File: config.mk
export PLATFORM = sky130hd
export DESIGN_NAME = muxn_arb
export DESIGN_NICKNAME = d
export VERILOG_FILES = /design/src/rtl/muxn_pkg.sv /design/src/rtl/rr_pick.sv /design/src/rtl/muxn_arb.sv
export SDC_FILE = /design/constraint.sdc
export NUM_CORES = 1
export LEC_CHECK = 0
export BUFFER_PORTS_ARGS = -buffer_cell sky130_fd_sc_hd__buf_2
export CAP_MARGIN = 30
export CORE_MARGIN = 8
export CORE_UTILIZATION = 32
export DETAILED_ROUTE_END_ITERATION = 16
export PLACE_DENSITY = 0.67
export SLEW_MARGIN = 20
export SYNTH_ARGS = -nofsm -noshare
export SYNTH_HDL_FRONTEND = slang
export SYNTH_SLANG_ARGS = --single-unit
File: constraint.sdc
create_clock -name clk -period 2.91 [get_ports clk]
set_input_delay 0.291 -clock clk [delete_from_list [all_inputs] [get_ports clk]]
set_output_delay 0.291 -clock clk [all_outputs]
set_load 0.01 [all_outputs]
File: src/rtl/muxn_pkg.sv
// rtl/muxn_pkg.sv - shared constants and types for the muxn_arb arbiter
package muxn_pkg;

  localparam int MUXN_WIDTH_DEF = 8;
  localparam int MUXN_NCH_DEF   = 4;

  typedef enum logic {
    MODE_FIXED = 1'b0,
    MODE_RR    = 1'b1
  } mode_e;

endpackage

File: src/rtl/rr_pick.sv
// rtl/rr_pick.sv - first requester at or after start, wrapping modulo NCH
module rr_pick #(
  parameter  int NCH = 4,
  localparam int SW  = $clog2(NCH)
) (
  input  logic [NCH-1:0] req,
  input  logic [SW-1:0]  start,
  output logic           any,
  output logic [SW-1:0]  idx
);

  always_comb begin
    int          j;
    logic [SW-1:0] cand;
    any  = 1'b0;
    idx  = '0;
    j    = 0;
    cand = '0;
    for (int k = 0; k < NCH; k++) begin
      j = int'(start) + k;
      if (j >= NCH) j = j - NCH;
      cand = SW'(j);
      if (!any && req[cand]) begin
        any = 1'b1;
        idx = cand;
      end
    end
  end

endmodule

File: src/rtl/muxn_arb.sv
// rtl/muxn_arb.sv - N-channel arbitrating mux with fixed/round-robin mode and registered output
module muxn_arb
  import muxn_pkg::*;
#(
  parameter  int WIDTH = MUXN_WIDTH_DEF,
  parameter  int NCH   = MUXN_NCH_DEF,
  localparam int SW    = $clog2(NCH)
) (
  input  logic               clk,
  input  logic               rst_n,
  input  logic [NCH*WIDTH-1:0] in_data,
  input  logic [NCH-1:0]     in_valid,
  output logic [NCH-1:0]     in_ready,
  input  logic               mode,
  output logic [WIDTH-1:0]   out_data,
  output logic [SW-1:0]      out_sel,
  output logic               out_valid,
  input  logic               out_ready
);

  logic [WIDTH-1:0] out_data_q, out_data_d;
  logic [SW-1:0]    out_sel_q, out_sel_d;
  logic             out_valid_q, out_valid_d;
  logic [SW-1:0]    ptr_q, ptr_d;

  logic             load;
  logic             any;
  logic [SW-1:0]    g;
  logic [SW-1:0]    start_rr;
  logic [SW-1:0]    pick_start;

  // ptr sits at the last granted channel; round robin begins one past it
  assign start_rr   = (ptr_q == SW'(NCH - 1)) ? '0 : ptr_q + SW'(1);
  assign pick_start = (mode_e'(mode) == MODE_RR) ? start_rr : '0;
  assign load       = !out_valid_q || out_ready;

  rr_pick #(.NCH(NCH)) u_pick (
    .req   (in_valid),
    .start (pick_start),
    .any   (any),
    .idx   (g)
  );

  always_comb begin
    in_ready = '0;
    if (rst_n && load && any) in_ready[g] = 1'b1;
  end

  always_comb begin
    out_data_d  = out_data_q;
    out_sel_d   = out_sel_q;
    out_valid_d = out_valid_q;
    ptr_d       = ptr_q;
    if (load) begin
      out_valid_d = any;
      if (any) begin
        out_data_d = in_data[int'(g)*WIDTH +: WIDTH];
        out_sel_d  = g;
        ptr_d      = g;
      end
    end
  end

  always_ff @(posedge clk or negedge rst_n) begin
    if (!rst_n) begin
      out_data_q  <= '0;
      out_sel_q   <= '0;
      out_valid_q <= 1'b0;
      ptr_q       <= SW'(NCH - 1);
    end else begin
      out_data_q  <= out_data_d;
      out_sel_q   <= out_sel_d;
      out_valid_q <= out_valid_d;
      ptr_q       <= ptr_d;
    end
  end

  assign out_data  = out_data_q;
  assign out_sel   = out_sel_q;
  assign out_valid = out_valid_q;

endmodule

==> key figures, run 1 <==
Clock network
  • Clk buf depth: 2
  • Depth of the CTS H-tree: 1
  • Clk root buf: clkbuf_8
  • Clock edge transition at the registers on the reported setup and hold paths: 60 ps
  • Total CTS buffers: 3
  • Clock Latency Late Sink: between 200 and 250 ps
  • CTS Sinks: 13
  • CTS tree: built

Placed design
  • Final RePlAce weighted congestion: 0.835
  • Post-detail-place hpwl: 2750 µm
  • Setup WS pre-CTS: around 100 ps
  • Port buffer count: 54

Worst setup path
  • WS Path Type: flop to output port
  • CP Data Required Time: 2620 ps
  • Slowest cell delay on critical path: 550 ps
  • Crit Path Max Fanout: 9
  • CP startpoint kind: flop
  • CP max stage cell: dfstp_2
  • Critical-path cell list: ha_4 > nand2_2 > mux4_2 > o32ai_2 > nand3b_4 > and2_1 > and3_1 > buf_2
  • CP Capture Type: output port
  • CP arrival: 2510 ps

Drt
  • 1st-iter DRT viols: 150
  • Final ANT Viol Nets: 0
  • Pre-Repair DR Iteration Count: 4
  • Routed via count: 1256
  • Vias per cell: 5.23
  • DR WL/cell: roughly 15 µm
  • Drt drc: 0
  • Final wirelength: 3650 µm

STA
  • Slew @ Worst Pin: 438 ps
  • Fin crit period: 2800 ps
  • Final WS setup: 109 ps
  • Final Hold Fails: 0
  • Final period util: 0.963
  • Final Max Tran Viols: 0
  • Fmax: around 360 MHz
  • Final-report setup violation count: 0
  • Clock skew: 4.37 ps
  • Final TNS setup: 0 ps
  • Slew HR: 0.708
  • RSZ-0062 raised after global routing: false

Floorplanning
  • DIE HEIGHT: around 80 µm
  • Die W: 77.8 µm
  • Die area: 6050 µm²
  • I/O pins: 55
  • Placeable Area: 3660 µm²
  • Rows: 22
  • Starting Density: 0.334

Min path
  • Hold WC Path Type: primary input to flop

Cells and area
  • Layout cell share with drive strength beyond 1: 0.521
  • # fillers: 361
  • Nets@finish: 234
  • Ant. Diodes: 0
  • Post-layout util: 0.470
  • Area Growth Syn to Fin: 40.7%

Synth
  • Sequential share of the synthesized area: 0.268
  • Mapped Cells: 127
  • Synthesized cell area: 1220 µm²
  • Synth Net Count: 168
  • Avg Cell Area, Syn: between 9 and 10 µm²
  • Distinct cell type count of the synthesized netlist: 43
  • Flops & latches, synth: 13
  • YS warnings: 0

Global route
  • GRT Overall Usage: 0.117
  • Remaining global-route overflow: 0
  • Largest net degree at the start of global routing: 18
  • Global-route wire length before repair: 6050 µm
  • Initial antenna violation count: 0
  • Number of global-route vias before repair: between 1000 and 1500

Outcome
  • Run status: completed

Power and ir drop
  • LEAKAGE: 0.847 nW
  • Power Total: 0.00188 W
  • Worst vdd ir: 544 µV
  • PD cells: about 1100 nW/µm²

Run
  • MaxCap Viol Count: 0
timing repair:
action | 4_1_cts | 5_1_grt
buffers inserted | 1 | 3
hold buffers | 1 | 0
hold endpoints to repair | 11 | 0
resized for setup | 5 | 11
gates cloned | 0 | 0
endpoints found under the setup margin | 4 | 4
pin swaps | 1 | 0
kinds of logic (layout without fill, tap and decap cells):
| logic type | Yosys count | after routing | share of synthesized area |
|---|---|---|---|
| simple gates | 54 | 54 | 0.246 |
| mux | 20 | 20 | 0.182 |
| fa+ha+maj | 1 | 1 | 0.0102 |
| flops | 13 | 13 | 0.268 |
| compound gates | 29 | 29 | 0.249 |
| buf+inv | 10 | 75 | 0.0450 |
report_power, final:
part / internal, W / switching (W) / leakage (nW) / total, W
Clock: 0.0000944 / 0.0000633 / 0.0255 / 0.000158
Combinational: 0.000694 / 0.000695 / 0.679 / 0.00139
Sequential: 0.000283 / 0.0000551 / 0.142 / 0.000338
Total: 0.00107 / 0.000813 / 0.847 / 0.00188
synth_stat cells, drive strengths merged:
library cell / number / share of area
a21boi: 5 / 0.040
o21ai: 2 / 0.0082
mux4: 1 / 0.021
nand3b: 2 / 0.015
a21oi: 2 / 0.0082
a32oi: 1 / 0.013
o211a: 1 / 0.0082
a221oi: 8 / 0.098
nor2b: 4 / 0.020
or3b: 1 / 0.0072
nand4: 1 / 0.0051
and3b: 2 / 0.014
o21a: 1 / 0.0061
ha: 1 / 0.010
nand2b: 1 / 0.0051
or2: 1 / 0.0051
o41ai: 1 / 0.0072
dfstp: 2 / 0.043
o221ai: 1 / 0.0072
nand2: 5 / 0.015
and3: 4 / 0.020
a2111oi: 2 / 0.014
a2bb2oi: 1 / 0.0072
o2111ai: 1 / 0.0072
mux2: 2 / 0.021
nor3: 4 / 0.020
inv: 2 / 0.0061
buf: 8 / 0.039
nor3b: 1 / 0.0061
mux2i: 17 / 0.14
dfrtp: 11 / 0.23
nand4bb: 2 / 0.018
o22ai: 2 / 0.010
and2: 3 / 0.015
nor2: 20 / 0.061
nor4: 3 / 0.015
o32ai: 1 / 0.013
final cells by class:
class | count | area (µm²) | area share
clock buffer | 3 | 41.3 | 0.0240
clock inverter | 1 | 5.00 | 0.00291
inverter | 2 | 7.51 | 0.00436
multi-input combinational | 104 | 890 | 0.517
sequential | 13 | 328 | 0.191
tap | 48 | 60.1 | 0.0349
timing repair buffer | 69 | 389 | 0.226
placed cells by master (no fill, tap or decap), types with 2 or more instances in the layout:
cell type / instances
and3b_1: 2
nor2_1: 20
dfrtp_1: 11
o22ai_1: 2
a2111oi_2: 2
a21boi_0: 2
inv_1: 2
mux2i_1: 17
nand2_1: 4
buf_4: 13
nor4_1: 3
clkbuf_8: 3
and2_1: 2
a21oi_1: 2
and3_1: 4
nor3_1: 3
buf_2: 54
a221oi_2: 8
dfstp_2: 2
nor2b_1: 4
nand4bb_1: 2
registers in the layout, indices dropped and copies added (netlist names):
| name | count |
|---|---|
| out_data | 8 |
| out_sel | 2 |
| out_valid | 1 |
| ptr_q | 2 |
worst paths after layout:
kind	from	to	slack, ps	cells past startpoint
hold / removal	out_ready	out_valid	410	4
hold reg to reg	out_sel[0]	out_sel[0]	490	2
setup reg to reg	ptr_q[0]	out_data[1]	420	9
setup / recovery	ptr_q[0]	in_ready[0]	110	8
min in group asynchronous	rst_n	out_data[4]	490	2
max in group asynchronous	rst_n	ptr_q[1]	2130	2
layer usage:
metal	up-vias	wire length [µm]	part of all wire	track usage
li1	618	-	-	-
met1	577	1780	0.49	0.159
met2	59	1590	0.43	0.177
met3	2	261	0.072	0.0334
met4	0	17	0.0047	0.0283
met5	-	0	0	0
stage by stage:
step | cells | area, µm² | hold slack (ps)
after floorplan | 127 | 1220 | -4.59
after detailed placement | 231 | 1590 | 209
after global routing | 240 | 1720 | 425
final | 240 | 1720 | 410
after CTS | 237 | 1660 | 407
after global placement | 231 | 1590 | 209
critical path, delay by kind of cell, from the launching register on:
kind	cells	cell delay, ps
muxes	1	510
AOI/OAI and AO/OA	1	240
buffers and inverters	1	130
and+or+nand+nor	4	590
adders and majority gates	1	240
DFF	1	550
(Power assumes the default switching activity.)
==> run 2: changes to the inputs <==
--- a/config.mk
+++ b/config.mk
@@ -9,6 +9,7 @@
 export CAP_MARGIN = 30
 export CORE_MARGIN = 8
 export CORE_UTILIZATION = 32
+export CTS_BUF_LIST = sky130_fd_sc_hd__clkbuf_16
 export DETAILED_ROUTE_END_ITERATION = 16
 export PLACE_DENSITY = 0.67
 export SLEW_MARGIN = 20
==> key figures, run 2 (same netlist as run 1, synthesis figures left out) <==
Clock network
  • Total CTS buffers: 3
  • Clk buf depth: 2
  • Clk root buf: clkbuf_16
  • CTS Sinks: 13
  • Clock Latency Late Sink: 240 ps
  • Clock edge transition at the registers on the reported setup and hold paths: 50 ps
  • CTS tree: built
  • Depth of the CTS H-tree: 1

STA
  • Final-report setup violation count: 0
  • Fin crit period: around 2800 ps
  • Final Hold Fails: 0
  • Clock skew: 1.14 ps
  • Slew @ Worst Pin: 455 ps
  • Final Max Tran Viols: 0
  • Final TNS setup: 0 ps
  • Fmax: 359 MHz
  • Final period util: 0.958
  • Slew HR: 0.693

Worst setup path
  • Crit Path Max Fanout: 9
  • Critical-path cell list: ha_4 > nand2_4 > mux4_2 > o32ai_4 > nand3b_4 > and2_1 > and3_1 > buf_2
  • Slowest cell delay on critical path: 550 ps
  • CP max stage cell: dfstp_2
  • CP Capture Type: output port
  • CP startpoint kind: flop
  • CP Data Required Time: 2620 ps
  • WS Path Type: flop to output port
  • CP arrival: 2500 ps

Cells and area
  • Layout cell share with drive strength beyond 1: 0.521
  • # fillers: 356
  • Area Growth Syn to Fin: 44.8%
  • Commonest non-fill, non-tap cells in the layout: 54 x buf_2, 20 x nor2_1, 17 x mux2i_1
  • Ant. Diodes: 0
  • Max reg flops: 8
  • Most common cell after layout, fill and taps aside: buf_2
  • Nets@finish: 234

Placed design
  • Port buffer count: 54
  • Final RePlAce weighted congestion: 0.835
  • Post-detail-place hpwl: 2750 µm

Global route
  • Number of global-route vias before repair: 1335
  • Global-route wire length before repair: 6250 µm
  • Largest net degree at the start of global routing: 18
  • Initial antenna violation count: 0
  • Remaining global-route overflow: 0
  • GRT Overall Usage: 0.123

Power and ir drop
  • LEAKAGE: 0.868 nW
  • Reg power frac: 0.168
  • Sw Ratio: 0.418
  • Internal power: 0.00117 W
  • Power Total: 0.00202 W
  • PD cells: 1140 nW/µm²
  • Combinational power share: 0.703
  • Clk pwr share: 0.128
  • Net Sw Power: 0.000843 W
  • Worst vdd ir: 612 µV

Outcome
  • Run status: completed

Run
  • MaxCap Viol Count: 0

Drt
  • DR WL/cell: roughly 16 µm
  • Vias per cell: 5.27
  • Drt drc: 0
  • Routed via count: 1265
  • Pre-Repair DR Iteration Count: 4
  • Final wirelength: 3730 µm
  • Final ANT Viol Nets: 0
  • 1st-iter DRT viols: 97

Floorplanning
  • Die area: 6050 µm²
  • Die W: 77.8 µm
  • I/O pins: 55
  • Placeable Area: 3660 µm²
  • Rows: 22
  • DIE HEIGHT: 77.8 µm
  • Starting Density: 0.334

Min path
  • Hold WC Path Type: primary input to flop
run 2: cell counts in the layout (fill, tap and decap cells not counted):
No cell type changed its count.
run 2: final cells by class:
cell class / count / area (µm²) / share of cell area
inverters: 2 / 7.51 / 0.00424
flip-flops and latches: 13 / 328 / 0.185
clock buffers: 3 / 75.1 / 0.0424
multi-input cells: 104 / 906 / 0.512
repair buffers: 69 / 389 / 0.220
clock inverters: 1 / 5.00 / 0.00283
well taps: 48 / 60.1 / 0.0339
run 2: timing repair:
action | in CTS | in global routing
endpoints found under the hold margin | 11 | 0
pin swaps | 1 | 0
gates resized for setup | 5 | 13
endpoints found under the setup margin | 4 | 4
hold buffers | 1 | 0
buffers inserted | 1 | 3
run 2: path summary, 6_finish.rpt:
path                       startpoint           to  slack, ps  cells past startpoint
setup / recovery             ptr_q[0]  in_ready[0]        120                      8
hold / removal              out_ready    out_valid        400                      4
setup reg to reg             ptr_q[0]  out_data[1]        400                     10
hold reg to reg            out_sel[0]   out_sel[0]        490                      2
max in group asynchronous       rst_n     ptr_q[0]       2120                      2
min in group asynchronous       rst_n  out_data[4]        490                      2
run 2: power groups by stage:
| stage | Combinational, W | Clock (W) | Sequential, W |
|---|---|---|---|
| 6_report | 0.00142 | 0.000259 | 0.000339 |
| 5_1_grt | 0.00155 | 0.000273 | 0.000349 |
| 4_1_cts | 0.00129 | 0.000263 | 0.000332 |
| 3_5_place_dp | 0.00125 | 0 | 0.000327 |
| 3_3_place_gp | 0.00123 | 0 | 0.000329 |
| 2_1_floorplan | 0.000856 | 0 | 0.000369 |
run 2: metrics by stage:
| step | instance area (µm²) | hold WS, ps | cells | util | setup slack [ps] |
|---|---|---|---|---|---|
| floorplan | 1220 | -4.59 | 127 | - | 202 |
| global placement | 1590 | 209 | 231 | 0.433 | 151 |
| detailed placement | 1590 | 209 | 231 | 0.433 | 102 |
| CTS | 1700 | 406 | 237 | 0.463 | 23.3 |
| global route | 1770 | 427 | 240 | 0.484 | -25.8 |
| finish | 1770 | 403 | 240 | 0.484 | 121 |
run 2: critical path, delay by kind of cell, from the launching register on:
kind	cells	cell delay, ps
compound gates	1	230
simple gates	4	580
flops	1	550
mux	1	530
buf+inv	1	130
fa+ha+maj	1	240
run 2: metal layers:
metal,GRT usage,part of all wire
met3,0.0392,0.080
met1,0.161,0.46
met2,0.180,0.45
met4,0.0547,0.0083
met5,0,0
